## config.mk

```make
export PLATFORM = sky130hd
export DESIGN_NAME = addsub_pipe_flat
export DESIGN_NICKNAME = d
export VERILOG_FILES = /design/src/rtl/addsub_pipe_if.sv /design/src/rtl/addsub_pipe.sv /design/src/flat_wrapper.sv
export SDC_FILE = /design/constraint.sdc
export NUM_CORES = 1
export LEC_CHECK = 0
export ABC_AREA = 0
export ABC_CLOCK_PERIOD_IN_PS = 4600
export BUFFER_PORTS_ARGS = -buffer_cell sky130_fd_sc_hd__buf_2
export CORE_MARGIN = 3
export CORE_UTILIZATION = 46
export CTS_BUF_LIST = sky130_fd_sc_hd__clkbuf_4 sky130_fd_sc_hd__clkbuf_8
export CTS_CLUSTER_SIZE = 40
export DETAILED_ROUTE_END_ITERATION = 7
export PLACE_DENSITY = 0.67
export SYNTH_ARGS = -nofsm -noshare
export SYNTH_HDL_FRONTEND = slang
export SYNTH_SLANG_ARGS = --single-unit
export TNS_END_PERCENT = 5
```

## constraint.sdc

```tcl
create_clock -name clk -period 4.6 [get_ports clk]
set_input_delay 0.46 -clock clk [delete_from_list [all_inputs] [get_ports clk]]
set_output_delay 0.46 -clock clk [all_outputs]
set_load 0.005 [all_outputs]
```

## src/rtl/addsub_pipe_if.sv

```systemverilog
// Operand/result handshake bundle for addsub_pipe.
// The slave view belongs to the adder; the master view to whoever drives and drains it.
interface addsub_pipe_if #(
    parameter int WIDTH = 16
) ();
    logic             in_valid;
    logic             in_ready;
    logic [WIDTH-1:0] a;
    logic [WIDTH-1:0] b;
    logic             c_in;
    logic             sub;
    logic             out_valid;
    logic             out_ready;
    logic [WIDTH-1:0] sum;
    logic             c_out;
    logic             ovf;
    logic             zero;

    modport slave (
        input  in_valid,
        input  a,
        input  b,
        input  c_in,
        input  sub,
        input  out_ready,
        output in_ready,
        output out_valid,
        output sum,
        output c_out,
        output ovf,
        output zero
    );

    modport master (
        output in_valid,
        output a,
        output b,
        output c_in,
        output sub,
        output out_ready,
        input  in_ready,
        input  out_valid,
        input  sum,
        input  c_out,
        input  ovf,
        input  zero
    );
endinterface

```

## src/rtl/addsub_pipe.sv

```systemverilog
// Pipelined add/subtract: one SLICE-bit ripple slice per stage, carry registered between stages.
// Whole pipeline advances together; a stalled output freezes every stage, bubbles included.
module addsub_pipe #(
    parameter int WIDTH = 16,
    parameter int SLICE = 4
) (
    input logic          clk,
    input logic          rst_n,
    addsub_pipe_if.slave bus
);
    localparam int NSLICE = WIDTH / SLICE;
    localparam int LAST   = NSLICE - 1;

    if (WIDTH <= 0 || SLICE <= 0 || (WIDTH % SLICE) != 0) begin : g_bad_cfg
        $error("addsub_pipe: WIDTH must be a positive multiple of SLICE");
    end

    logic [WIDTH-1:0]  a_q [NSLICE];
    logic [WIDTH-1:0]  b_q [NSLICE];
    logic [WIDTH-1:0]  s_q [NSLICE];
    logic [NSLICE-1:0] c_q;
    logic [NSLICE-1:0] v_q;
    logic              ovf_q;
    logic              zero_q;

    logic [WIDTH-1:0]  a_d [NSLICE];
    logic [WIDTH-1:0]  b_d [NSLICE];
    logic [WIDTH-1:0]  s_d [NSLICE];
    logic [NSLICE-1:0] c_d;
    logic [NSLICE-1:0] v_d;
    logic [NSLICE-1:0] ci_d;
    logic [SLICE:0]    part;
    logic              msb_ci;
    logic              ovf_d;
    logic              zero_d;
    logic              adv;

    assign adv = !v_q[LAST] || bus.out_ready;

    always_comb begin
        a_d  = a_q;
        b_d  = b_q;
        s_d  = s_q;
        c_d  = '0;
        v_d  = '0;
        ci_d = '0;
        part = '0;

        // Stage 0 sees the raw operands; subtract is a + ~b + 1.
        a_d[0]  = bus.a;
        b_d[0]  = bus.sub ? ~bus.b : bus.b;
        s_d[0]  = '0;
        v_d[0]  = bus.in_valid;
        ci_d[0] = bus.c_in ^ bus.sub;
        for (int s = 1; s < NSLICE; s++) begin
            a_d[s]  = a_q[s-1];
            b_d[s]  = b_q[s-1];
            s_d[s]  = s_q[s-1];
            v_d[s]  = v_q[s-1];
            ci_d[s] = c_q[s-1];
        end

        for (int s = 0; s < NSLICE; s++) begin
            part = {1'b0, a_d[s][s*SLICE +: SLICE]}
                 + {1'b0, b_d[s][s*SLICE +: SLICE]}
                 + {{SLICE{1'b0}}, ci_d[s]};
            s_d[s][s*SLICE +: SLICE] = part[SLICE-1:0];
            c_d[s] = part[SLICE];
        end

        // Carry into the MSB recovered from the MSB's own sum bit.
        msb_ci = a_d[LAST][WIDTH-1] ^ b_d[LAST][WIDTH-1]
               ^ s_d[LAST][WIDTH-1];
        ovf_d  = msb_ci ^ c_d[LAST];
        zero_d = (s_d[LAST] == '0);
    end

    always_ff @(posedge clk or negedge rst_n) begin
        if (!rst_n) begin
            for (int s = 0; s < NSLICE; s++) begin
                a_q[s] <= '0;
                b_q[s] <= '0;
                s_q[s] <= '0;
            end
            c_q    <= '0;
            v_q    <= '0;
            ovf_q  <= 1'b0;
            zero_q <= 1'b0;
        end else if (adv) begin
            a_q    <= a_d;
            b_q    <= b_d;
            s_q    <= s_d;
            c_q    <= c_d;
            v_q    <= v_d;
            ovf_q  <= ovf_d;
            zero_q <= zero_d;
        end
    end

    assign bus.in_ready  = adv;
    assign bus.out_valid = v_q[LAST];
    assign bus.sum       = s_q[LAST];
    assign bus.c_out     = c_q[LAST];
    assign bus.ovf       = ovf_q;
    assign bus.zero      = zero_q;
endmodule
```

## src/flat_wrapper.sv

```systemverilog
// flat-port wrapper written by rule: the top's interface ports become plain ports
module addsub_pipe_flat 
#(
    parameter int WIDTH = 16,
    parameter int SLICE = 4
)
  (clk, rst_n, bus_in_valid, bus_a, bus_b, bus_c_in, bus_sub, bus_out_ready, bus_in_ready, bus_out_valid, bus_sum, bus_c_out, bus_ovf, bus_zero);
  addsub_pipe_if #(.WIDTH(WIDTH)) bus_i ();
  input logic clk;
  input logic rst_n;
  input wire logic [$bits(bus_i.in_valid)-1:0] bus_in_valid;
  input wire logic [$bits(bus_i.a)-1:0] bus_a;
  input wire logic [$bits(bus_i.b)-1:0] bus_b;
  input wire logic [$bits(bus_i.c_in)-1:0] bus_c_in;
  input wire logic [$bits(bus_i.sub)-1:0] bus_sub;
  input wire logic [$bits(bus_i.out_ready)-1:0] bus_out_ready;
  output wire logic [$bits(bus_i.in_ready)-1:0] bus_in_ready;
  output wire logic [$bits(bus_i.out_valid)-1:0] bus_out_valid;
  output wire logic [$bits(bus_i.sum)-1:0] bus_sum;
  output wire logic [$bits(bus_i.c_out)-1:0] bus_c_out;
  output wire logic [$bits(bus_i.ovf)-1:0] bus_ovf;
  output wire logic [$bits(bus_i.zero)-1:0] bus_zero;
  assign bus_i.in_valid = bus_in_valid;
  assign bus_i.a = bus_a;
  assign bus_i.b = bus_b;
  assign bus_i.c_in = bus_c_in;
  assign bus_i.sub = bus_sub;
  assign bus_i.out_ready = bus_out_ready;
  assign bus_in_ready = bus_i.in_ready;
  assign bus_out_valid = bus_i.out_valid;
  assign bus_sum = bus_i.sum;
  assign bus_c_out = bus_i.c_out;
  assign bus_ovf = bus_i.ovf;
  assign bus_zero = bus_i.zero;
  addsub_pipe #(.WIDTH(WIDTH), .SLICE(SLICE)) u_core (.clk(clk), .rst_n(rst_n), .bus(bus_i));
endmodule
```

## Yosys cells after proc, flatten, opt, wreduce, memory -nomap -nowiden

Cells that the tools add are included.
W data, S select, Z words.

| cells by class | value |
|---|---|
| $add $sub $neg | 8 |
| $mul | 0 |
| divide/modulo/power cells | 0 |
| order comparisons | 0 |
| equal/unequal tests | 0 |
| shift operators | 0 |
| multiplexer cells | 1 |
| bitwise operators | 5 |
| reduce and logical (&&, ||, !) cells | 3 |

Operators with widths:

| cell | count |
|---|---|
| $add A4 B4 Y5 | 4 |
| $add A5 B1 Y5 | 4 |
| $logic_not A16 Y1 | 1 |
| $mux W16 | 1 |
| $not A16 Y16 | 1 |
| $xor A1 B1 Y1 | 4 |
| $logic_not A1 Y1 | 1 |
| $logic_or A1 B1 Y1 | 1 |

| word-level totals | value |
|---|---|
| register bits | 146 |
| bits in latches | 0 |
| memory bits (writable) | 0 |
| ROM bits | 0 |
| bits of input ports | 38 |
| output and inout port bits | 21 |
| memories kept | 0 |

## Depth between registers and ports, before layout

| logic depth | value |
|---|---|
| depth after elaboration | 4 |
| depth in mapped cells | 9 |
| depth with buffers taken out | 7 |

## Least setup slack after synthesis

Ideal clock, no wire load.

| path | value |
|---|---|
| path kind | input to register |
| from | in bus_sub |
| to | reg u_core.s_q (netlist bit u_core.s_d[35]) |
| library setup time | 133 ps |
| data arrival time | 1918 ps |
| slack | 2549 ps |
| cell stages on the path | 8 |
| buffers on the path | 2 |
| path through | buf_4 > buf_4 > xor2_1 > fa_1 > a21o_1 > a21oi_1 > xor2_1 > o21ai_0 |

| on the way | value |
|---|---|
| cells in the longest elaborated chain, start to end | 3 |
| elaborated cells on any way between the ends | 4 |
| classes of those cells | add/sub (2); mux (1); bitwise (1) |

RTL lines:

| item | line | source |
|---|---|---|
| start: declaration | flat_wrapper.sv:15 | `input wire logic [$bits(bus_i.sub)-1:0] bus_sub;` |
| $mux W16 | addsub_pipe.sv:51 | `b_d[0] = bus.sub ? ~bus.b : bus.b;` |
| $add A4 B4 Y5 | addsub_pipe.sv:65 | `+ {1'b0, b_d[s][s*SLICE +: SLICE]}` |
| $add A5 B1 Y5 (*) | addsub_pipe.sv:66 | `+ {{SLICE{1'b0}}, ci_d[s]};` |
| end signal: indexed assignment | addsub_pipe.sv:83 | `s_q[s] <= '0;` |
| end signal: assignment | addsub_pipe.sv:92 | `s_q <= s_d;` |
| end: declaration | addsub_pipe.sv:20 | `logic [WIDTH-1:0] s_q [NSLICE];` |

Mark *: on every way between the ends. The rest lies on a longest branch, timed or not.
A chain may end at the register's enable or synchronous reset.

## Worst setup path in the final report

| path | value |
|---|---|
| from | reg u_core.v_q[3] |
| to | out bus_in_ready |

| on the way | value |
|---|---|
| cells in the longest elaborated chain, start to end | 2 |

RTL lines:

| item | line | source |
|---|---|---|
| start: declaration | addsub_pipe.sv:22 | `logic [NSLICE-1:0] v_q;` |
| start signal: assignment | addsub_pipe.sv:94 | `v_q <= v_d;` |
| $logic_not A1 Y1 | addsub_pipe.sv:38 | `assign adv = !v_q[LAST] \|\| bus.out_ready;` |
| $logic_or A1 B1 Y1 | addsub_pipe.sv:38 |  |
| end: declaration | flat_wrapper.sv:17 | `output wire logic [$bits(bus_i.in_ready)-1:0] bus_in_ready;` |

No other way between the ends.

==> reports/results.md <==
## Routing
• DR WL/cell: 12.3 um
• number of nets still failing antenna checks after routing: 0
• via count: 2,953
• length of the first detailed-routing pass in iterations: 4
• detailed router's first-iteration violation count: 173
• total wire length: 7650 um
• detailed-route vias per instance: 4.75
• post-route DRC violation count: 0

## Floorplanning
• area of the placeable core: 8930 um2
• starting density of the core: 48.5%
• number of I/O pins: 59
• chip width: 103 um
• die boundary height: 103 um
• Total Die Area: 10,600 um2
• std cell rows: 34

## Global route
• global-route wire length before repair: 13,600 um
• overall routing resource usage: 16.2%
• number of antenna violations at the first check in global routing: 0
• global route overflow: 0
• number of global-route vias before repair: 2,968
• maximum number of pins on one net before global-route repair: 105

## Power and ir drop
• Max rail drop VDD: 251 uV
• total power per unit cell area: 642 nW/um2
• power consumption: 3.10 mW
• leakage power of the design: 2.55 nW

## Timing
• RSZ-0062 raised after global routing: no
• Slew Limit Fails: 0
• Tcrit/Tclk final: 46.4%
• Max transition margin: 34.7%
• number of hold-slack violations in the final timing report: 0
• highest clock rate: 0.468 GHz
• post-route setup TNS: 0 ns
• final critical delay including setup and external delays: 2.14 ns
• number of setup violations in the final report: 0
• actual slew at the worst max-slew pin: 0.980 ns
• largest clock skew in the final design: 0.0111 ns

## Synth
• Yosys reg bits: 98
• number of cells produced by synthesis: 461
• mean cell area of the mapped netlist: 9.40 um2
• syn_nets: 519
• post-synthesis cell area: 4340 um2
• sequential-to-total area share from yosys stat: 56.6%
• yosys synthesis warning count: 0
• number of distinct library cells after synthesis: 25

## CTS
• number of hold buffers added after cts: 0
• number of buffers created by CTS: 9
• buffers inserted by post-CTS timing repair: 0
• # resized after CTS: 0
• number of buffers on the longest clock path: 2
• Max H-tree Level: 3
• cell at the root of the clock tree: sky130_fd_sc_hd__clkbuf_8
• CTS Sinks: 98
• clock tree from TritonCTS: built
• clock transition time at the flip-flop clock pins of the worst setup and hold paths: 0.09 ns
• clock latency on the worst-skew pair: 0.35 ns

## Finish
• area of the multi-input gates: 1730 um2
• Layout fillers: 884
• area taken by flip-flops and latches: 2450 um2
• Area growth syn-to-layout: 11.6%
• fraction of final layout cells with drive strength greater than 1: 15.6%
• net count of the finished layout: 567
• antenna diode count: 0

## Min path
• class of the most critical hold timing path: in -> async

## Setup path
• data required time at the worst endpoint: 4.14 ns
• Setup crit start kind: flip-flop
• Arr. time, crit path: 1.68 ns
• largest fanout of any net on the critical path: 90
• critical path class: reg -> out
• Critical Path End Type: primary output

## Placed design
• global placer's final weighted congestion: 0.819
• quantity of I/O buffers inserted on ports: 58
• detailed placer's ending HPWL: 5140 um

## Status
• run status: finished clean

## Run
• maximum capacitance violations: 0

registers in the layout, summed over array words and instances, names as in the netlist:
name,flops
u_core.a_d,24
u_core.c_q,4
u_core.bus.zero,1
u_core.v_q,4
u_core.s_d,24
u_core.bus.ovf,1
u_core.b_d,24
u_core.bus.sum,16
final timing paths:
kind                                                 from                        endpoint  slack (ns)  depth (start not counted)
min                                                 rst_n       u_core.c_q[0]$_DFFE_PN0P_        0.08                          1
max                             u_core.v_q[3]$_DFFE_PN0P_                    bus_in_ready        2.46                          3
min reg2reg                u_core.bus.sum[10]$_DFFE_PN0P_  u_core.bus.sum[10]$_DFFE_PN0P_        0.46                          2
min in group clk                                bus_a[12]      u_core.a_d[44]$_DFFE_PN0P_        0.30                          3
max in group asynchronous                           rst_n      u_core.b_d[14]$_DFFE_PN0P_        3.44                          2
max reg2reg                    u_core.b_d[12]$_DFFE_PN0P_      u_core.bus.ovf$_DFFE_PN0P_        2.55                          6
cell families (layout without fill, tap and decap cells):
group	after synthesis	after routing	share of synthesized area (%)
AOI/OAI and AO/OA	43	43	5.69
xor gates and xnor gates	25	25	5.05
adders and majority gates	20	20	7.16
buffers and inverters	31	84	3.78
DFF	98	98	56.6
muxes	1	1	0.260
and+or+nand+nor	243	243	21.5
where the power goes:
part           internal, mW  switching (mW)  total, mW
Combinational         0.492           0.630       1.12
Sequential             1.24           0.233       1.48
Clock                 0.223           0.283      0.506
Total                  1.96            1.15       3.10
per-layer routing:
layer	global-route usage (%)	share of wire [%]	vias up
li1	-	-	1527
met1	23.2	49	1372
met2	25.3	46	44
met3	2.71	3.2	10
met4	5.38	1.5	0
met5	0	0	-
cells in the final DEF (no fill, tap or decap), drive strengths merged, types with 6 or more instances in the layout:
cell type,count
a21oi,13
nand2,225
xnor2,15
o21ai,22
inv,7
dfrtp,98
xor2,10
fa,8
ha,12
a21o,6
nor2,10
buf,60
clkbuf,12
through the flow:
stage | std cells | setup slack, ns | cell area, um2 | hold slack [ns] | utilization [%]
floorplan | 461 | 2.55 | 4340 | 0.164 | -
global placement | 606 | 2.41 | 4660 | 0.441 | 52.1
detailed placement | 606 | 2.32 | 4660 | 0.447 | 52.1
CTS | 622 | 2.45 | 4840 | 0.0890 | 54.1
global route | 622 | 2.34 | 4840 | 0.117 | 54.1
finish | 622 | 2.46 | 4840 | 0.0826 | 54.1
critical path: stages, from the launching register on:
cell	delay [ns]
sky130_fd_sc_hd__dfrtp_1	0.35
sky130_fd_sc_hd__nor2b_4	0.18
sky130_fd_sc_hd__clkinv_4	0.43
sky130_fd_sc_hd__buf_2	0.32
synthesized netlist by cell type:
cell,number,share of area [%]
sky130_fd_sc_hd__nand2_1,225,19
sky130_fd_sc_hd__nor4_1,3,0.43
sky130_fd_sc_hd__fa_1,8,3.7
sky130_fd_sc_hd__ha_1,12,3.5
sky130_fd_sc_hd__inv_1,7,0.61
sky130_fd_sc_hd__buf_6,2,0.52
sky130_fd_sc_hd__clkbuf_1,5,0.43
sky130_fd_sc_hd__a21o_1,6,1.0
sky130_fd_sc_hd__clkinv_4,1,0.20
sky130_fd_sc_hd__nor2b_1,3,0.43
sky130_fd_sc_hd__o21ai_0,21,2.4
sky130_fd_sc_hd__dfrtp_1,98,57
sky130_fd_sc_hd__buf_2,13,1.5
sky130_fd_sc_hd__xor2_1,10,2.0
sky130_fd_sc_hd__mux2_2,1,0.26
sky130_fd_sc_hd__nor2_1,10,0.87
sky130_fd_sc_hd__o31ai_1,1,0.17
sky130_fd_sc_hd__o21a_1,1,0.17
sky130_fd_sc_hd__buf_4,3,0.52
sky130_fd_sc_hd__nand2b_1,1,0.14
sky130_fd_sc_hd__a21oi_1,12,1.4
sky130_fd_sc_hd__nand4_1,1,0.14
sky130_fd_sc_hd__a21oi_4,1,0.38
sky130_fd_sc_hd__o21ai_1,1,0.12
sky130_fd_sc_hd__xnor2_1,15,3.0
cell type report:
| class | count | share of cell area (%) |
|---|---|---|
| Timing Repair Buffer | 60 | 6.36 |
| Tap cell | 108 | 2.79 |
| Clock inverter | 4 | 0.569 |
| Multi-Input combinational cell | 332 | 35.7 |
| Sequential cell | 98 | 50.7 |
| Inverter | 8 | 0.724 |
| Clock buffer | 12 | 3.16 |
Note: power is estimated with default switching activity, not from simulation.
